`src/rtl/pipeline_hazard_ctrl_pkg.sv`:
```
// pipeline_hazard_ctrl_pkg: shared types and constants for the pipeline hazard controller
// Contents: FSM state encoding, counter width, PCSrc encodings, the control-output
// bundle with its canned values, and the load-use detection helper.
package pipeline_hazard_ctrl_pkg;

    localparam int CNT_W = 16;
    localparam int REG_W = 5;

    typedef enum logic [1:0] {
        ST_RUN      = 2'd0,
        ST_MEM_WAIT = 2'd1,
        ST_TIMEOUT  = 2'd2
    } state_t;

    typedef enum logic [1:0] {
        PCSRC_SEQ    = 2'd0,
        PCSRC_BRANCH = 2'd1,
        PCSRC_JUMP   = 2'd2,
        PCSRC_JR     = 2'd3
    } pcsrc_t;

    typedef struct packed {
        logic pc_write;
        logic if_id_cont;
        logic if_id_flush;
        logic id_ex_flush;
        logic id_ex_hold;
        logic ex_mem_hold;
    } ctrl_t;

    localparam ctrl_t CTRL_NORMAL = ctrl_t'(6'b100000);
    localparam ctrl_t CTRL_FREEZE = ctrl_t'(6'b010011);
    localparam ctrl_t CTRL_BRANCH = ctrl_t'(6'b101100);
    localparam ctrl_t CTRL_STALL  = ctrl_t'(6'b010100);
    localparam ctrl_t CTRL_JUMP   = ctrl_t'(6'b101000);

    // Register 0 is hard-wired zero, so a load targeting it never creates a hazard.
    function automatic logic load_use_hit(
        input logic             mem_read,
        input logic [REG_W-1:0] ex_rt,
        input logic [REG_W-1:0] rs,
        input logic [REG_W-1:0] rt,
        input logic             uses_rt
    );
        return mem_read && (ex_rt != '0) && ((ex_rt == rs) || (uses_rt && (ex_rt == rt)));
    endfunction

endpackage

```
`src/rtl/pipeline_hazard_ctrl_sat_counter.sv`:
```
// sat_counter: up-counter that sticks at all-ones instead of wrapping
// Ports: clk, reset (async, active-high), inc (count enable), count (current value).
module sat_counter #(
    parameter int WIDTH = 16
) (
    input  logic             clk,
    input  logic             reset,
    input  logic             inc,
    output logic [WIDTH-1:0] count
);

    always_ff @(posedge clk or posedge reset) begin
        if (reset)
            count <= '0;
        else if (inc && (count != '1))
            count <= count + WIDTH'(1);
    end

endmodule

```
`src/rtl/pipeline_hazard_ctrl.sv`:
```
// pipeline_hazard_ctrl: stall/flush/freeze control for a 5-stage pipeline
// Inputs : clk, reset (async, active-high), ID_rs/ID_rt/ID_uses_rt (ID sources),
//          EX_MemRead/EX_rt (load in EX), ID_jump, EX_branch_taken,
//          mem_req/mem_ready (data-memory handshake in MEM).
// Outputs: PCWrite, IF_IDCont (1 = IF_ID holds), IF_ID_Flush, ID_EX_Flush,
//          ID_EX_Hold, EX_MEM_Hold, stall_cnt/flush_cnt (saturating), timeout_err.
module pipeline_hazard_ctrl
    import pipeline_hazard_ctrl_pkg::*;
#(
    parameter int MAX_WAIT = 255
) (
    input  logic             clk,
    input  logic             reset,
    input  logic [REG_W-1:0] ID_rs,
    input  logic [REG_W-1:0] ID_rt,
    input  logic             ID_uses_rt,
    input  logic             EX_MemRead,
    input  logic [REG_W-1:0] EX_rt,
    input  logic             ID_jump,
    input  logic             EX_branch_taken,
    input  logic             mem_req,
    input  logic             mem_ready,
    output logic             PCWrite,
    output logic             IF_IDCont,
    output logic             IF_ID_Flush,
    output logic             ID_EX_Flush,
    output logic             ID_EX_Hold,
    output logic             EX_MEM_Hold,
    output logic [CNT_W-1:0] stall_cnt,
    output logic [CNT_W-1:0] flush_cnt,
    output logic             timeout_err
);

    state_t           state, next_state;
    logic [CNT_W-1:0] wait_cnt, next_wait;
    logic             mem_stall, freeze, load_use, stall_inc, flush_inc;
    ctrl_t            ctrl;

    always_ff @(posedge clk or posedge reset) begin
        if (reset) begin
            state    <= ST_RUN;
            wait_cnt <= '0;
        end else begin
            state    <= next_state;
            wait_cnt <= next_wait;
        end
    end

    assign mem_stall = mem_req && !mem_ready;

    // The wait counter holds the number of completed MEM_WAIT cycles; the
    // cycle that brings it to MAX_WAIT without mem_ready is the last one.
    always_comb begin
        next_state = state;
        next_wait  = wait_cnt;
        case (state)
            ST_RUN: begin
                if (mem_stall) begin
                    next_state = ST_MEM_WAIT;
                    next_wait  = '0;
                end
            end
            ST_MEM_WAIT: begin
                if (mem_ready)
                    next_state = ST_RUN;
                else begin
                    next_wait = wait_cnt + CNT_W'(1);
                    if (wait_cnt == CNT_W'(MAX_WAIT - 1))
                        next_state = ST_TIMEOUT;
                end
            end
            default: next_state = ST_TIMEOUT;
        endcase
    end

    assign freeze   = mem_stall || (state == ST_TIMEOUT);
    assign load_use = load_use_hit(EX_MemRead, EX_rt, ID_rs, ID_rt, ID_uses_rt);

    // Reset overrides everything so no freeze leaks out while the state is clearing.
    always_comb begin
        ctrl = reset           ? CTRL_NORMAL :
               freeze          ? CTRL_FREEZE :
               EX_branch_taken ? CTRL_BRANCH :
               load_use        ? CTRL_STALL  :
               ID_jump         ? CTRL_JUMP   : CTRL_NORMAL;
    end

    assign PCWrite     = ctrl.pc_write;
    assign IF_IDCont   = ctrl.if_id_cont;
    assign IF_ID_Flush = ctrl.if_id_flush;
    assign ID_EX_Flush = ctrl.id_ex_flush;
    assign ID_EX_Hold  = ctrl.id_ex_hold;
    assign EX_MEM_Hold = ctrl.ex_mem_hold;
    assign timeout_err = (state == ST_TIMEOUT);

    // A taken branch squashes the load-use stall, so only an unshadowed load-use counts.
    assign stall_inc = freeze || (load_use && !EX_branch_taken);
    assign flush_inc = ctrl.if_id_flush || ctrl.id_ex_flush;

    sat_counter #(.WIDTH(CNT_W)) u_stall_cnt (
        .clk   (clk),
        .reset (reset),
        .inc   (stall_inc),
        .count (stall_cnt)
    );

    sat_counter #(.WIDTH(CNT_W)) u_flush_cnt (
        .clk   (clk),
        .reset (reset),
        .inc   (flush_inc),
        .count (flush_cnt)
    );

endmodule

```
`config.mk`:
```
export PLATFORM = sky130hd
export DESIGN_NAME = pipeline_hazard_ctrl
export DESIGN_NICKNAME = d
export VERILOG_FILES = /design/src/rtl/pipeline_hazard_ctrl_pkg.sv /design/src/rtl/pipeline_hazard_ctrl_sat_counter.sv /design/src/rtl/pipeline_hazard_ctrl.sv
export SDC_FILE = /design/constraint.sdc
export NUM_CORES = 1
export LEC_CHECK = 0
export CORE_MARGIN = 3
export CORE_UTILIZATION = 40
export DETAILED_ROUTE_END_ITERATION = 8
export PLACE_DENSITY = 0.8
export SETUP_SLACK_MARGIN = 0.2
export SLEW_MARGIN = 20
export SYNTH_ARGS = -nofsm -noshare
export SYNTH_HDL_FRONTEND = slang
export SYNTH_SLANG_ARGS = --single-unit
export TNS_END_PERCENT = 100
```
`constraint.sdc`:
```
create_clock -name clk -period 2.1 [get_ports clk]
set_clock_uncertainty 0.2 [all_clocks]
set_input_delay 0.315 -clock clk [delete_from_list [all_inputs] [get_ports clk]]
set_output_delay 0.315 -clock clk [all_outputs]
set_load 0.01 [all_outputs]
```
# [Yosys cells after proc, flatten, opt, wreduce, memory -nomap -nowiden]
# Cells that the tools add are included.
[word_totals] register_bits=50 input_bits=23 output_inout_bits=39 elab_cells=47
[op_classes] n_addsub=3 eq_ne=10 n_mux=12 reduce_logical=18
[ops] op="16-bit by 1-bit adder with 16-bit output (second input constant)" n=3
[ops] op="16-bit 2-to-1 mux" n=2
[ops] op="16-bit != test (second input constant)" n=2
[ops] op="16-bit case mux with 2 select lines" n=1
[ops] op="6-bit 2-to-1 mux" n=4
[ops] op="16-bit by 8-bit == test with 1-bit output (second input constant)" n=1
[ops] op="5-bit == test" n=2
[ops] op="1-bit logical AND" n=7
[ops] op="2-bit 2-to-1 mux" n=3
[ops] op="5-bit nonzero test" n=1
[ops] op="1-bit logical OR" n=4
[ops] op="4-bit 2-to-1 mux" n=1
[ops] op="2-bit != test (second input constant)" n=2
[ops] op="2-bit case mux with 2 select lines" n=1
[ops] op="3-bit != test (second input constant)" n=1
[ops] op="3-bit AND reduction" n=1
[ops] op="2-bit by 1-bit == test with 1-bit output (second input constant)" n=1
[ops] op="2-bit == test (second input constant)" n=1
[ops] op="1-bit logical NOT" n=2
[ops] op="2-bit logical NOT" n=1
[ops] op="2-bit AND reduction" n=1
[ops] op="2-bit nonzero test" n=1

# [Logic depth before layout (Yosys ltp)]
# Gate-level depths: netlist (run 1).
[logic_depth] word_depth=10 ltp_mapped=7 ltp_nobuf=6

# [Modules after synthesis]
# From an unflattened synthesis (run 1), not the netlist that was laid out.
[unflattened] hier_cells=278 area_unflattened_um2=2832.7
[modules_own_cells] module="sat_counter" instances=2 cells_each=71 area_per_inst_um2=805.8
[modules_own_cells] module="pipeline_hazard_ctrl" instances=1 cells_each=136 area_per_inst_um2=1221.2

# [Least setup slack after synthesis (run 1)]
# OpenSTA, ideal clock, no wires.
[synth_timing] kind="in2reg" from="input reset" to="register u_flush_cnt.count[5]" setup_time_ns=0.079 t_arrival_ns=2.478 required_time_ns=1.821 path_slack_ns=-0.657 path_stages=6 n_path_buf=1 path_cell_list="inv_1 nand2_1 a21o_1 buf_2 nor4_2 xor2_1"
[synth_via] elab_chain_cells=3
[synth_lines] item="start, declared" line="pipeline_hazard_ctrl.sv:13" source="input logic reset,"
[synth_lines] item="6-bit 2-to-1 mux" line="pipeline_hazard_ctrl.sv:81" source="ctrl = reset ? CTRL_NORMAL :"
[synth_lines] item="1-bit logical OR" line="pipeline_hazard_ctrl.sv:98" source="assign flush_inc = ctrl.if_id_flush || ctrl.id_ex_flush;"
[synth_lines] item="1-bit logical AND" line="pipeline_hazard_ctrl_sat_counter.sv:15" source="else if (inc && (count != '1))"
[synth_lines] item="end signal, assigned" line="pipeline_hazard_ctrl_sat_counter.sv:16" source="count <= count + WIDTH'(1);"
[synth_lines] item="end, declared" line="pipeline_hazard_ctrl_sat_counter.sv:9" source="output logic [WIDTH-1:0] count"
# No other way between the ends.
# A chain may end at the register's enable or synchronous reset.

# [Worst setup path after layout (run 1)]
[layout_timing] from="register state[0]" to="register wait_cnt[14]"
[layout_via] elab_chain_cells=3
[layout_lines] item="start, declared" line="pipeline_hazard_ctrl.sv:34" source="state_t state, next_state;"
[layout_lines] item="start signal, assigned" line="pipeline_hazard_ctrl.sv:44" source="state <= next_state;"
[layout_lines] item="2-bit by 1-bit == test with 1-bit output / 2-bit logical NOT (equally long branches)" line="pipeline_hazard_ctrl.sv:56" source="case (state)"
[layout_lines] item="2-bit != test (no line) / 2-bit nonzero test (equally long branches)"
[layout_lines] item="3-bit AND reduction (no line)"
[layout_lines] item="end signal, assigned" line="pipeline_hazard_ctrl.sv:45" source="wait_cnt <= next_wait;"
[layout_lines] item="end, declared" line="pipeline_hazard_ctrl.sv:35" source="logic [CNT_W-1:0] wait_cnt, next_wait;"
# Parallel ways exist; a longest one is shown, timed or not.

==> flow_summary.ini, run 1 <==
[status]
outcome = complete, but fails checks
violations = negative setup slack

[timing]
period_minus_slack_ns = 2.27
fmax_mhz = 440
worstMarginPinSlew_ns = 0.632
slew-limit-headroom_pct = 57.9
grt_setup_unrepaired = true
setup-violations-final = 24
setup_ws_ns = -0.171
fin_setup_tns_ns = -1.35
timing.final.crit_share_pct = 108
drv_slew = 0
final_hold_viol_count = 0

[finish]
syn_to_final_growth_pct = 78.2
drive_gt1_share_pct = 43.9
diodes = 0
final_common_cell = dfrtp_1
fillers = 370
final_cell_mix = dfrtp_1, buf_4, buf_6, xor2_1, clkdlybuf4s50_1
fin_area_sq_um = 4780
final_cells = 485
fin_nets = 434

[critical_path]
crit_type = register to register
path_max_fanout = 3
worstPathArrival_ns = 2.30
critical_path_required_ns = 2.13
ff2ff_path_depth = 7
crit_path_start_kind = register
critical_path.endpoint_type = register

[power]
p_leak_nw = 2.21
seqPwrFrac_pct = 40.7
power_density_nw_per_um2 = 676
vdd_drop_max_v = 0.000573
p_clk_share_pct = 18.5
switchingPower_mw = 1.15
pwr-share-comb_pct = 40.8
swShare_pct = 35.4
intPower_mw = 2.09

[routing]
first_pass_iters = 4
vias_per_cell = 5.60
drt_iter0_drc = 114
routed-via-count = 2716
drc = 0
postRouteAntennaNets = 0
wl_per_cell_um = 19.8
drt_wl_total_um = 9600

[yosys]
synth_cells = 266
synth.ff_latch_count = 50
synth_cell_types = 44
synth_warnings = 0
synth_top_flop_cell = dfrtp_1
postSynthAreaPerCell_sq_um = 10.1
synth-edff-count = 0
seq_area_frac_synth_pct = 46.6
synth_nets = 293
synth_area_sq_um = 2680
async_flop_share_pct = 100

[global_route]
antenna_found_initial = 0
overflow = 0
first_global_vias = 2802
grt_pass1_wl_um = 13400
grt_usage_pct = 22.0
grt_max_degree = 51

[place]
dp.cells = 445
preCtsSetupSlack_ns = -0.753
gp_congestion = 0.854
io_buffers = 61
placement.cell_area_sq_um = 3810
dp_hpwl_um = 4770

[floorplanning]
die_area_sq_um = 7730
num_rows = 29
start_util_pct = 41.8
io_pins = 62
core_sq_um = 6420
die_h_um = 87.9
die_w_um = 87.9

[clocking]
cts-root-buf = clkbuf_8
tritoncts = yes
clk-insertion-delay-late_ns = 0.32
clkTransAtPathRegs_ns = 0.10
h-tree-depth = 2
cts_buffer_depth = 2
cts.sinks = 50
cts_buffers = 5

[worst_hold_path]
min_path_type = register to register
min_path_cells = 1

[run]
cap_violations = 0
## flip-flops by register name, indices dropped and copies added (netlist names)
name / flops
wait_cnt: 16
u_flush_cnt.count: 16
state: 2
u_stall_cnt.count: 16
## cell families (layout without fill, tap and decap cells)
| logic type | count (synthesis) | in the layout | share of synthesized area [%] |
|---|---|---|---|
| muxes | 3 | 3 | 1.40 |
| buffers and inverters | 13 | 154 | 2.42 |
| and+or+nand+nor | 126 | 126 | 25.5 |
| xor gates and xnor gates | 51 | 51 | 16.6 |
| AOI/OAI and AO/OA | 19 | 20 | 5.50 |
| DFF | 50 | 50 | 46.6 |
| adders and majority gates | 4 | 4 | 1.86 |
## Yosys cell counts (2+ instances only)
master,n,area (sq um)
a21oi_1,6,30.0
and3_1,6,37.5
and4_1,3,26.3
and4bb_1,2,25.0
buf_4,2,15.0
dfrtp_1,50,1250
ha_1,4,50.1
inv_1,7,26.3
nand2_1,29,109
nand3_1,11,55.1
nand4_1,10,62.6
nor2_1,24,90.1
nor3_1,14,70.1
nor3b_1,2,15.0
nor4_1,7,43.8
nor4_2,2,25.0
nor4b_1,6,52.6
o21ai_0,4,20.0
or3_1,3,18.8
xnor2_1,14,123
xor2_1,37,324
## critical path, cell delays in order, from the launching register on
cell	delay, ns
dfrtp_1	0.40
buf_6	0.12
or4b_4	0.57
a21oi_2	0.17
and4_1	0.24
nand2_1	0.13
xor2_2	0.18
nor2_1	0.16
## metrics by stage
stage                     power, mW  util (%)  hold WS, ns
after global routing           3.37      74.5        0.330
final                          3.23      74.5        0.299
after floorplan                1.73         -        0.165
after global placement         2.28      59.3        0.271
after CTS                      3.09      69.6        0.302
after detailed placement       2.33      59.3        0.283
## layer usage
layer | wire, um | part of all wire [%] | GRT usage (%) | vias up
met4 | 338 | 3.5 | 8.93 | 0
li1 | - | - | - | 1212
met2 | 5420 | 56 | 39.9 | 98
met5 | 0 | 0 | 0 | -
met3 | 387 | 4.0 | 4.05 | 26
met1 | 3460 | 36 | 25.4 | 1380
## power groups by stage
stage	registers (mW)	clock network [mW]	logic [mW]
after floorplan	1.39	0	0.346
after global placement	1.30	0	0.987
after detailed placement	1.31	0	1.02
after CTS	1.29	0.591	1.21
after global routing	1.33	0.649	1.39
final	1.32	0.598	1.32
## cell type report
class	instances	area (sq um)	share of cell area (%)
tap	77	96.3	2.01
timing repair buffer	138	1330	27.9
clock buffer	7	86.3	1.80
sequential	50	1250	26.2
clock inverter	1	5.00	0.105
inverter	8	33.8	0.706
multi-input combinational	204	1980	41.3
## final timing paths
path                                       startpoint                     to  slack [ns]
worst max-delay path                         state[0]           wait_cnt[14]       -0.17
worst min-delay path            u_stall_cnt.count[10]  u_stall_cnt.count[10]        0.30
worst max register to register               state[0]           wait_cnt[14]       -0.17
worst min register to register  u_stall_cnt.count[10]  u_stall_cnt.count[10]        0.30
max in group asynchronous                       reset   u_stall_cnt.count[2]        0.64
min in group asynchronous                       reset  u_stall_cnt.count[13]        0.59
## timing repair
item | in CTS | in global routing
hold buffers | 0 | 0
pin swaps | 52 | 42
gates cloned | 2 | 0
buffers inserted | 19 | 11
gates resized for setup | 145 | 67
endpoints found under the setup margin | 49 | 60
(Power assumes the default switching activity.)
==> inputs of run 2 (changes only) <==
--- a/config.mk
+++ b/config.mk
@@ -8,7 +8,9 @@
 export CORE_MARGIN = 3
 export CORE_UTILIZATION = 40
 export DETAILED_ROUTE_END_ITERATION = 8
-export PLACE_DENSITY = 0.8
+export DONT_BUFFER_PORTS = 1
+export PLACE_DENSITY = 0.67
+export RECOVER_POWER = 100
 export SETUP_SLACK_MARGIN = 0.2
 export SLEW_MARGIN = 20
 export SYNTH_ARGS = -nofsm -noshare
==> run 2 against run 1 <==
Against the previous run: clock power increased by 11%; the run now ends clean; final cell count down 12%; fmax increased by 8.9%; sequential cell count unchanged; power down 14%; critical path depth decreased by 1; critical endpoint is now IF_IDCont; design area shrank 17%; highest routed layer unchanged; routed wire length shrank 24%; worst setup slack improved by 0.18 ns; core utilization shrank 13 points.
==> flow_summary.ini, run 2 (synthesis results as in run 1) <==
[clocking]
h-tree-depth = 2
tritoncts = yes
cts-root-buf = clkbuf_8
cts_buffer_depth = 2
cts.sinks = 50
clkTransAtPathRegs_ns = 0.09
clk-insertion-delay-late_ns = 0.29
cts_buffers = 5

[global_route]
overflow = 0
first_global_vias = 2366
grt_use_met3_pct = 6.49
grt_usage_pct = 17.9
grt_busiest_layer = met2
grt_use_met2_pct = 32.9
grt_pass1_wl_um = 10900
antenna_found_initial = 0
grt_max_degree = 51
grt_use_met1_pct = 19.6

[timing]
slew-limit-headroom_pct = 26.5
fmax_mhz = 479
fin_setup_tns_ns = 0
final_hold_viol_count = 0
hold_ws_ns = 0.0745
drv_slew = 0
setup-violations-final = 0
worstMarginPinSlew_ns = 1.10
timing.final.crit_share_pct = 99.3
grt_setup_unrepaired = true
period_minus_slack_ns = 2.09

[finish]
diodes = 0
final_cells = 426
utilization_pct = 61.8
final_common_cell = dfrtp_1
reg_top3 = u_flush_cnt.count (16), u_stall_cnt.count (16), wait_cnt (16)
drive_gt1_share_pct = 39.3
syn_to_final_growth_pct = 48.0
fin_nets = 375
final_cell_mix = dfrtp_1, xor2_1, buf_4, clkbuf_1, nand2_1

[routing]
drt_iter0_drc = 72
routed-via-count = 2303
drc = 0
vias_per_cell = 5.41
first_pass_iters = 5
postRouteAntennaNets = 0
wl_per_cell_um = 17.0
drt_wl_total_um = 7260

[critical_path]
critPathSlowestCell = dfrtp_2
crit_start = state[0]
critical_path_required_ns = 1.58
crit_path_start_kind = register
cp_cell_sequence = nor2b_4, a21oi_2, buf_4, a21boi_4, or2_4, inv_4
slowest_delay_ns = 0.45
worstPathArrival_ns = 1.57
rr_startpoint = state[1]
ff2ff_path_depth = 7
path_max_fanout = 4
crit_type = register to output port
critical_path.endpoint_type = output port

[floorplanning]
core_sq_um = 6420
start_util_pct = 41.8
die_h_um = 87.9
die_area_sq_um = 7730
io_pins = 62
num_rows = 29
die_w_um = 87.9

[power]
p_leak_nw = 1.71
power_density_nw_per_um2 = 703
vdd_drop_max_v = 0.000578
power_mw = 2.79

[worst_hold_path]
min_path_type = input port to register
hp-start = mem_ready
min_path_cells = 2

[place]
dp_hpwl_um = 4530
io_buffers = 0
dp.cells = 397
gp_congestion = 0.780

[status]
outcome = finished, final reports clean

[run]
cap_violations = 0
run 2: where the power goes:
| group | internal, mW | switching [mW] | leakage (nW) | total, mW |
|---|---|---|---|---|
| clock | 0.357 | 0.309 | 0.0524 | 0.666 |
| sequential | 1.12 | 0.134 | 0.649 | 1.25 |
| combinational | 0.352 | 0.517 | 1.01 | 0.869 |
| total | 1.83 | 0.961 | 1.71 | 2.79 |
run 2: layout make-up:
cell class / instances / area, sq um
Fill cell: 515 / 2450
Timing Repair Buffer: 79 / 622
Inverter: 8 / 33.8
Clock inverter: 1 / 30.0
Clock buffer: 7 / 76.3
Multi-Input combinational cell: 204 / 1860
Sequential cell: 50 / 1250
Tap cell: 77 / 96.3
run 2: stage by stage:
step / area [sq um] / setup slack, ns
detailed placement: 3320 / -0.0478
global placement: 3320 / -0.0186
floorplan: 2800 / -0.0874
finish: 3970 / 0.0142
global route: 3970 / -0.0540
CTS: 3790 / 0.0231
run 2: per-layer routing:
layer | wire length (um) | share of wire, %
met5 | 0 | 0
met4 | 172 | 2.4
met3 | 491 | 6.8
met2 | 3910 | 54
met1 | 2690 | 37
run 2: what timing repair did:
item | in CTS | in global routing
setup buffers | 12 | 5
gates cloned | 2 | 0
resized for setup | 50 | 49
endpoints found under the setup margin | 43 | 48
pin swaps | 26 | 22
hold buffers | 2 | 0
hold endpoints to repair | 51 | 0
run 2: worst paths after layout:
kind / endpoint / slack, ns
worst max-delay path: IF_IDCont / 0.01
worst min-delay path: state[1] / 0.07
worst max register to register: wait_cnt[13] / 0.04
worst min register to register: u_flush_cnt.count[15] / 0.36
max in group asynchronous: state[0] / 0.26
min in group asynchronous: u_flush_cnt.count[11] / 0.70
run 2: critical path, delay by kind of cell, from the launching register on:
kind / cells / cell delay (ns)
DFF: 1 / 0.45
and+or+nand+nor: 2 / 0.43
buffers and inverters: 2 / 0.21
AOI/OAI and AO/OA: 2 / 0.17
==> inputs of run 3 (changes only) <==
--- a/config.mk
+++ b/config.mk
@@ -5,6 +5,7 @@
 export SDC_FILE = /design/constraint.sdc
 export NUM_CORES = 1
 export LEC_CHECK = 0
+export CAP_MARGIN = 5
 export CORE_MARGIN = 3
 export CORE_UTILIZATION = 40
 export DETAILED_ROUTE_END_ITERATION = 8
==> constraint.sdc (replaced) <==
create_clock -name clk -period 2.1 [get_ports clk]
set_clock_uncertainty 0.2 [all_clocks]
set_input_delay 0.63 -clock clk [delete_from_list [all_inputs] [get_ports clk]]
set_output_delay 0.63 -clock clk [all_outputs]
set_load 0.01 [all_outputs]
==> run 3 against run 2 <==
Against the previous run: the run now ends with negative setup slack left; count of clock-buffer cells in the layout down 2; critical path depth stayed put; final cell count is 3.8% lower; critical endpoint unchanged; power fell by 0.20%; worst setup slack lost 0.47 ns; routed wire length down 8.1%; clock power is 4.2% higher; design area decreased by 6.1%; worst hold slack better by 0.12 ns; fmax is 18% lower.
==> flow_summary.ini, run 3 (synthesis results as in run 1) <==
[status]
outcome = complete, but fails checks
violations = negative setup slack

[floorplanning]
die_h_um = 87.9
core_sq_um = 6420
die_area_sq_um = 7730
start_util_pct = 41.8
die_w_um = 87.9
io_pins = 62
num_rows = 29

[routing]
drc = 0
wl_per_cell_um = 16.3
drt_wl_total_um = 6670
vias_per_cell = 5.38
routed-via-count = 2204
first_pass_iters = 4
postRouteAntennaNets = 0
drt_iter0_drc = 78

[power]
p_leak_nw = 1.61
power_density_nw_per_um2 = 747
power_mw = 2.78
vdd_drop_max_v = 0.000603

[clocking]
cts-root-buf = clkbuf_8
h-tree-depth = 2
clkTransAtPathRegs_ns = 0.09
clk-insertion-delay-late_ns = 0.30
tritoncts = yes
cts_buffers = 5
cts_buffer_depth = 2
cts.sinks = 50

[place]
preCtsSetupSlack_ns = -0.503
dp.cells = 387
placement.cell_area_sq_um = 3240
io_buffers = 0
dp_hpwl_um = 4520
gp_congestion = 0.825

[timing]
drv_slew = 0
timing.final.crit_share_pct = 122
setup-violations-final = 41
slew-limit-headroom_pct = 15.3
setup_ws_ns = -0.459
grt_setup_unrepaired = true
hold_ws_ns = 0.199
worstMarginPinSlew_ns = 1.27
fmax_mhz = 391
period_minus_slack_ns = 2.56
final_hold_viol_count = 0

[finish]
reg_top3 = u_flush_cnt.count (16), u_stall_cnt.count (16), wait_cnt (16)
syn_to_final_growth_pct = 39.0
fillers = 535
fin_nets = 359
final_cells = 410
multi_input_area_sq_um = 1760
drive_gt1_share_pct = 35.4
regArea_sq_um = 1250
diodes = 0
fin_area_sq_um = 3730
final_cell_mix = dfrtp_1, xor2_1, buf_4, nand2_1, clkbuf_1
final_common_cell = dfrtp_1

[global_route]
grt_max_degree = 51
grt_pass1_wl_um = 10300
antenna_found_initial = 0
first_global_vias = 2244
overflow = 0
grt_usage_pct = 16.8

[critical_path]
crit_start = EX_rt[1]
timing.rr.end = wait_cnt[13]
crit_type = input port to output port
cp-endpoint = IF_IDCont
rr_startpoint = state[0]
worstPathArrival_ns = 1.73
ff2ff_path_depth = 8
r2r_slack_ns = -0.15
crit_path_start_kind = input port
critical_path_required_ns = 1.27
critical_path.endpoint_type = output port
path_max_fanout = 3

[worst_hold_path]
min_path_type = input port to register

[run]
cap_violations = 0
## run 3: cell count changes in the layout (fill, tap and decap cells not counted), sizes merged
cell / previous run / this run
dlygate4sd3: 2 / 0
a21o: 2 / 1
buf: 53 / 42
clkinv: 0 / 1
inv: 7 / 8
clkbuf: 31 / 27
## run 3: area by class of cell
type	instances	area share, %
multi-input combinational	203	47.2
sequential	50	33.5
timing repair buffer	64	12.8
tap	77	2.58
clock buffer	5	1.85
clock inverter	3	1.17
inverter	8	0.906
## run 3: worst min-delay path by stage
stage                       startpoint            to  slack [ns]  cells after the start
after global routing         mem_ready   wait_cnt[0]        0.19                      1
final                        mem_ready   wait_cnt[0]        0.20                      1
after CTS                    mem_ready   wait_cnt[0]        0.19                      1
after floorplan           wait_cnt[15]  wait_cnt[15]        0.31                      2
after global placement    wait_cnt[15]  wait_cnt[15]        0.33                      2
after detailed placement  wait_cnt[15]  wait_cnt[15]        0.33                      2
## run 3: layer usage
layer / vias up / GRT usage (%) / wire [um]
met1: 1079 / 22.4 / 2770
met2: 56 / 27.8 / 3470
met5: - / 0 / 0
met4: 0 / 3.91 / 105
li1: 1060 / - / -
met3: 9 / 3.67 / 323
## run 3: power by group
part | internal [mW] | switching, mW | total, mW
Clock | 0.358 | 0.336 | 0.694
Sequential | 1.12 | 0.149 | 1.27
Combinational | 0.325 | 0.496 | 0.821
## run 3: worst max-delay path, stage by stage
cell      delay [ns]
or4_4           0.53
o21ai_4         0.15
nor2_2          0.06
a21boi_2        0.16
or2_4           0.16
inv_2           0.05
## run 3: timing repair
| action | CTS | global route |
|---|---|---|
| buffers inserted | 5 | 10 |
| hold buffers | 0 | 0 |
| setup endpoints to repair | 48 | 49 |
| endpoints found under the hold margin | 0 | 0 |
| pin swaps | 10 | 20 |
| gates resized for setup | 24 | 49 |
## run 3: through the flow
step                setup TNS [ns]  util (%)
finish                       -5.14      58.1
global route                 -8.95      58.1
CTS                          -3.66      54.7
detailed placement          -12.10      50.4
global placement            -10.74      50.4
floorplan                   -12.21         -
